File: config.mk
export PLATFORM = sky130hd
export DESIGN_NAME = multicycle_control
export DESIGN_NICKNAME = d
export VERILOG_FILES = /design/src/rtl/cpu_ctrl_pkg.sv /design/src/rtl/multicycle_control_perf_cnt.sv /design/src/rtl/multicycle_control.sv
export SDC_FILE = /design/constraint.sdc
export NUM_CORES = 1
export LEC_CHECK = 0
export BUFFER_PORTS_ARGS = -buffer_cell sky130_fd_sc_hd__buf_2
export CORE_MARGIN = 3
export CORE_UTILIZATION = 43
export CTS_BUF_LIST = sky130_fd_sc_hd__clkbuf_8 sky130_fd_sc_hd__clkbuf_16
export CTS_CLUSTER_DIAMETER = 100
export DETAILED_ROUTE_END_ITERATION = 7
export PLACE_DENSITY = 0.73
export SLEW_MARGIN = 20
export SYNTH_ARGS = -nofsm -noshare
export SYNTH_HDL_FRONTEND = slang
export SYNTH_HIERARCHICAL = 1
export SYNTH_SLANG_ARGS = --single-unit
File: constraint.sdc
create_clock -name clk -period 1.45 [get_ports clk]
set_input_delay 0.145 -clock clk [delete_from_list [all_inputs] [get_ports clk]]
set_output_delay 0.145 -clock clk [all_outputs]
set_load 0.005 [all_outputs]
File: src/rtl/cpu_ctrl_pkg.sv
// Shared definitions for the multicycle CPU control unit: state encoding,
// supported opcodes, ALU operation selectors and opcode classification helpers.
package cpu_ctrl_pkg;

    typedef enum logic [2:0] {
        ST_FETCH  = 3'd0,
        ST_DECODE = 3'd1,
        ST_EXEC   = 3'd2,
        ST_MEM    = 3'd3,
        ST_WB     = 3'd4
    } state_t;

    localparam logic [5:0] OP_RTYPE = 6'h00;
    localparam logic [5:0] OP_ADDI  = 6'h08;
    localparam logic [5:0] OP_LW    = 6'h23;
    localparam logic [5:0] OP_SW    = 6'h2b;

    localparam logic [1:0] ALUOP_ADD   = 2'b00;
    localparam logic [1:0] ALUOP_FUNCT = 2'b10;

    function automatic logic is_legal(input logic [5:0] op);
        return (op == OP_RTYPE) || (op == OP_ADDI) || (op == OP_LW) || (op == OP_SW);
    endfunction

    function automatic logic is_mem_op(input logic [5:0] op);
        return (op == OP_LW) || (op == OP_SW);
    endfunction

endpackage

File: src/rtl/multicycle_control_perf_cnt.sv
// Cycle and retired-instruction counters; only instantiated when the control
// unit is built with MULTICYCLE_PERF_CNT_EN defined.
module perf_cnt (
    input  logic        clk,
    input  logic        rst,
    input  logic        instr_done,
    output logic [31:0] cycle_cnt,
    output logic [31:0] instr_cnt
);

    logic [31:0] cycle_q, cycle_d;
    logic [31:0] instr_q, instr_d;

    always_comb begin
        cycle_d = cycle_q + 32'd1;
        instr_d = instr_q;
        if (instr_done) begin
            instr_d = instr_q + 32'd1;
        end
    end

    always_ff @(posedge clk) begin
        if (rst) begin
            cycle_q <= '0;
            instr_q <= '0;
        end else begin
            cycle_q <= cycle_d;
            instr_q <= instr_d;
        end
    end

    // Outputs read as zero while reset is held, like every other output of the unit.
    assign cycle_cnt = rst ? 32'd0 : cycle_q;
    assign instr_cnt = rst ? 32'd0 : instr_q;

endmodule

File: src/rtl/multicycle_control.sv
// Multicycle CPU control FSM (FETCH/DECODE/EXEC/MEM/WB) for R-type, addi, lw, sw.
// Optional performance counters are added when MULTICYCLE_PERF_CNT_EN is defined.
module multicycle_control
    import cpu_ctrl_pkg::*;
(
    input  logic        clk,
    input  logic        rst,
    input  logic        run,
    input  logic [5:0]  opcode,
    input  logic        Mem_ready,
    output logic        PC_w,
    output logic        IR_w,
    output logic        RegDst,
    output logic        RegWrite,
    output logic        ALU_src,
    output logic        Mem_r,
    output logic        Mem_w,
    output logic        Mem_to_Reg,
    output logic [1:0]  ALU_op,
    output logic [2:0]  state,
    output logic        instr_done,
    output logic        illegal
`ifdef MULTICYCLE_PERF_CNT_EN
    ,
    output logic [31:0] cycle_cnt,
    output logic [31:0] instr_cnt
`endif
);

    state_t     state_q, state_d;
    logic [5:0] op_q, op_d;

    always_ff @(posedge clk) begin
        if (rst) begin
            state_q <= ST_FETCH;
            op_q    <= '0;
        end else begin
            state_q <= state_d;
            op_q    <= op_d;
        end
    end

    // Past DECODE every decision uses the latched opcode, never the live one.
    always_comb begin
        state_d = ST_FETCH;
        op_d    = op_q;
        case (state_q)
            ST_FETCH:  state_d = run ? ST_DECODE : ST_FETCH;
            ST_DECODE: begin
                op_d    = opcode;
                state_d = is_legal(opcode) ? ST_EXEC : ST_FETCH;
            end
            ST_EXEC:   state_d = is_mem_op(op_q) ? ST_MEM : ST_WB;
            ST_MEM: begin
                if (Mem_ready) begin
                    state_d = (op_q == OP_LW) ? ST_WB : ST_FETCH;
                end else begin
                    state_d = ST_MEM;
                end
            end
            ST_WB:     state_d = ST_FETCH;
            default:   state_d = ST_FETCH;
        endcase
    end

    always_comb begin
        PC_w       = 1'b0;
        IR_w       = 1'b0;
        RegDst     = 1'b0;
        RegWrite   = 1'b0;
        ALU_src    = 1'b0;
        Mem_r      = 1'b0;
        Mem_w      = 1'b0;
        Mem_to_Reg = 1'b0;
        ALU_op     = ALUOP_ADD;
        instr_done = 1'b0;
        illegal    = 1'b0;
        state      = rst ? 3'd0 : state_q;
        if (!rst) begin
            case (state_q)
                ST_FETCH: begin
                    PC_w = run;
                    IR_w = run;
                end
                ST_DECODE: illegal = !is_legal(opcode);
                ST_EXEC: begin
                    ALU_src = (op_q != OP_RTYPE);
                    ALU_op  = (op_q == OP_RTYPE) ? ALUOP_FUNCT : ALUOP_ADD;
                end
                ST_MEM: begin
                    ALU_src    = 1'b1;
                    ALU_op     = ALUOP_ADD;
                    Mem_r      = (op_q == OP_LW);
                    Mem_w      = (op_q == OP_SW);
                    instr_done = Mem_ready && (op_q == OP_SW);
                end
                ST_WB: begin
                    RegWrite   = 1'b1;
                    RegDst     = (op_q == OP_RTYPE);
                    Mem_to_Reg = (op_q == OP_LW);
                    ALU_src    = (op_q != OP_RTYPE);
                    ALU_op     = (op_q == OP_RTYPE) ? ALUOP_FUNCT : ALUOP_ADD;
                    instr_done = 1'b1;
                end
                default: ;
            endcase
        end
    end

`ifdef MULTICYCLE_PERF_CNT_EN
    perf_cnt u_perf_cnt (
        .clk        (clk),
        .rst        (rst),
        .instr_done (instr_done),
        .cycle_cnt  (cycle_cnt),
        .instr_cnt  (instr_cnt)
    );
`endif

endmodule

== Word level (Yosys, flattened, before mapping) ==
Cells that the tools add are included.
Operators by class
  muxes and demuxes: 28
  reductions and logical operators: 11
  equality and inequality tests: 9
Operators with widths (number)
  $eq A6 B6 Y1 const B: 4
  $mux W1: 17
  $logic_not A6 Y1: 2
  $mux W3: 4
  $pmux W3 S4: 1
  $mux W2: 4
  $eq A3 B2 Y1 const B: 2
  $eq A6 B4 Y1 const B: 1
  $reduce_bool A6 Y1: 1
  $logic_or A1 B1 Y1: 4
  $pmux W1 S2: 2
  $eq A3 B1 Y1 const B: 1
  $eq A3 B3 Y1 const B: 1
  $logic_not A3 Y1: 1
  $reduce_or A2 Y1: 1
  $logic_and A1 B1 Y1: 1
  $logic_not A1 Y1: 1
Word-level totals
  bits in registers: 9
  bits of input ports: 10
  output and inout bits: 15
  word-level logic and storage cells: 50

== Longest topological paths before layout ==
  depth in word-level cells: 7
  gate-level depth with buffers: 5
  depth with buffers taken out: 4

== Worst setup path before layout ==
OpenSTA, ideal clock, no wires.
  path kind: register to output
  start: reg state_q[1]
  end: out Mem_to_Reg
  buffers on the path: 1
  cell stages (with the launch flop): 6
  data arrival time: 1234 ps
  data required time: 1305 ps
  path slack: 71 ps
  cell sequence: dfxtp_1 > clkbuf_1 > nand2b_1 > or3_1 > inv_1 > and4_1
Between the ends
  word-level cells in the longest chain between the ends: 3
RTL lines
  start, declared: line multicycle_control.sv:30  | state_t state_q, state_d;
  start signal, assigned: line multicycle_control.sv:38  | state_q <= state_d;
  $eq A3 B3 Y1: line multicycle_control.sv:80  | case (state_q)
  $mux W1: line multicycle_control.sv:80
  $mux W1: line multicycle_control.sv:79  | if (!rst) begin
  end, declared: line multicycle_control.sv:18  | output logic Mem_to_Reg,
No other way between the ends.

== Final worst setup path ==
  start: reg op_q[3]
  end: out ALU_src
Between the ends
  word-level cells in the longest chain between the ends: 3
RTL lines
  start, declared: line multicycle_control.sv:31  | logic [5:0] op_q, op_d;
  start signal, assigned: line multicycle_control.sv:39  | op_q <= op_d;
  $reduce_bool A6 Y1: line multicycle_control.sv:87, multicycle_control.sv:101
  $pmux W1 S2: line multicycle_control.sv:80
  $mux W1: line multicycle_control.sv:79
  end, declared: line multicycle_control.sv:15  | output logic ALU_src,
No other way between the ends.

==> reports/qor.csv <==
stage,metric,value,unit
timing,minimum clock period,1.60,ns
floorplanning,Die Ht,43.0,microns
finish,area delta synth->final,46.6,%
finish,antenna cell count,0,
placement,port bufs,23,
timing,Tcrit/Tclk final,110,%
critical_path,"Critical Path, Cell by Cell",nor4_4 -> nand2_2 -> buf_6 -> o22a_1 -> buf_2,
critical_path,crit path DAT,1.46,ns
pwr,Peak VDD IR,0.577,mV
clock_tree,cts hold-fix bufs,0,
synth,post-synthesis register bit count,9,
clock_tree,CTS Sinks,9,
clock_tree,Max Buffers Root-to-Sink,2,
floorplanning,row count,12,
pwr,Leak,0.410,nW
clock_tree,CTS tree,built,
detailed_routing,Vias,629,
synth,Post-Syn Instances,71,
synth,Synth Cell Area,588,sq um
floorplanning,Die W,43.0,microns
detailed_routing,DRT iter0 DRCs,4,
finish,post-layout util,72.7,%
synth,"Seq/Total Area, Yosys",30.6,%
detailed_routing,drt wl/cell,14.5,microns
placement,DP HPWL,1080,microns
detailed_routing,Total Wirelength,1660,microns
floorplanning,# IOs,25,
clock_tree,H-tree depth,1,
status,failing checks,negative setup slack,
synth,most common cell in the synthesized netlist,nor2_1,
grt,largest net degree at the start of global routing,12,
critical_path,largest fanout on the critical path,2,
grt,GRT overflow,0,
timing,final slew viol count,0,
detailed_routing,residual DRC count,0,
floorplanning,Core Region,0.00119,sq mm
placement,pre-CTS WS,0.0857,ns
placement,placed cell count,109,
critical_path,crit path kind,reg -> out,
finish,Nets,111,
detailed_routing,post-route ant nets,0,
synth,"top cells by area, synth","dfxtp_1 31%, mux2i_1 10%, nor2_1 7.7%, and4bb_2 4.3%, nor2b_1 4.3%",
timing,clk_skew,0.00486,ns
synth,ys async rst share,0,%
floorplanning,Initial Util,49.6,%
synth,unique cell type count in the Yosys netlist,30,
placement,Placer Congestion,0.811,
timing,Final Hold Fails,0,
timing,fmax,0.625,GHz
pwr,P per Cell Area,791,mW/mm^2
min_path,Min-Delay Path Class,in -> reg,
synth,yosys warns,6,
clock_tree,"CTS clk-pin slew, worst paths",0.05,ns
pwr,Final Power,0.000682,W
synth,post-synth top area share,30.6,%
grt,initial antenna violation count,0,
floorplanning,Die ar.,0.00185,sq mm
grt,vias in the first global route,562,
synth,Commonest cells post-synth,"12 x nor2_1, 9 x dfxtp_1, 6 x mux2i_1, 4 x nor2b_1",
status,status,"finished, violations left",
clock_tree,TritonCTS buffer count,3,
timing,"Setup violations, final",7,
detailed_routing,vias per inst,5.52,
timing,RSZ-0062 raised after global routing,true,
synth,"EDFF count, synth",0,
critical_path,crit path launch type,register,
synth,post-synth top area cell,dfxtp_1,
critical_path,CP peak stage delay,0.33,ns
synth,Synth Flop Type,dfxtp_1,
synth,syn avg cell area,8.28,sq um
detailed_routing,drt first pass iters,4,
finish,Layout Cells excl Fill,114,
critical_path,crit end category,output port,
finish,layout cells sized above 1,49.0,%
critical_path,"slowest stage cell, crit path",dfxtp_2,
grt,first-pass GRT wire length,2410,microns
timing,final setup slack of the worst path,-0.151,ns
clock_tree,worst skew pair latency,0.24,ns
timing,final hold slack,0.138,ns
clock_tree,root buffer cell,clkbuf_8,
synth,post-synth net total,81,
critical_path,critical path required time,1.31,ns
grt,Tot GR Track Use,17.0,%
job,Max-cap violations,0,
[cell type report]
class                   count  area, sq um
flip-flops and latches      9          189
clock buffers               3         41.3
clock inverters             1         3.75
well taps                  14         17.5
inverters                   2         7.51
multi-input cells          54          405
fillers                    94          324
repair buffers             31          198
[kinds of logic (layout without fill, tap and decap cells)]
kind of cell	count (synthesis)	in the layout	share of synthesized area [%]
buf+inv	8	37	6.59
compound gates	10	10	13.6
other cells	1	1	0.638
simple gates	37	37	38.3
mux	6	6	10.2
flops	9	9	30.6
[worst paths after layout]
| kind | start | end | slack [ns] | cells after the start |
|---|---|---|---|---|
| worst max-delay path | op_q[3] | ALU_src | -0.15 | 5 |
| worst min-delay path | opcode[3] | op_q[3] | 0.14 | 3 |
| worst max register to register | state_q[1] | state_q[1] | 0.17 | 4 |
| worst min register to register | state_q[2] | state_q[0] | 0.48 | 1 |
[where the power goes]
part	total, W	internal, W	switching, W
Sequential	0.000271	0.000257	0.0000138
Combinational	0.000118	0.0000627	0.0000548
Clock	0.000293	0.000185	0.000108
Total	0.000682	0.000505	0.000176
[state kept, by name, indices dropped and copies added (netlist names)]
name     cells
op_q         6
state_q      3
[what timing repair did]
item                       in CTS  in global routing
cloned                          0                  0
buffers inserted                0                  1
gates resized for setup        12                  5
pin swaps                       4                  1
setup endpoints to repair       8                  7
[cell usage in the layout (no fill, tap or decap), types with 2 or more instances in the layout]
cell type | synthesis | layout
buf_2 | 1 | 22
nor2_1 | 12 | 12
mux2i_1 | 6 | 6
buf_4 | 2 | 6
nor2b_1 | 4 | 4
dfxtp_2 | 0 | 4
dfxtp_1 | 9 | 4
clkbuf_8 | 0 | 3
nand3_1 | 2 | 2
a211oi_1 | 2 | 2
nand2b_1 | 3 | 2
and3_1 | 2 | 2
and4bb_2 | 2 | 2
nand2_1 | 3 | 2
inv_1 | 2 | 2
buf_6 | 0 | 2
[per-layer routing]
metal | up-vias | global-route usage (%) | wire (microns)
met5 | - | 0 | 0
met4 | 0 | 5.42 | 16
met3 | 3 | 5.08 | 86
met2 | 22 | 27.8 | 830
met1 | 292 | 21.0 | 721
li1 | 312 | - | -
[worst max-delay path, delay by kind of cell, from the launching register on]
kind / cells / cell delay (ns)
buf+inv: 2 / 0.27
flops: 1 / 0.33
simple gates: 2 / 0.41
compound gates: 1 / 0.20
[stage by stage]
stage | setup TNS, ns | area [sq um]
floorplan | 0 | 588
global placement | 0 | 754
detailed placement | 0 | 754
CTS | -0.199 | 837
global route | -0.879 | 862
finish | -0.421 | 862
Power figures use the tool's default switching activity.
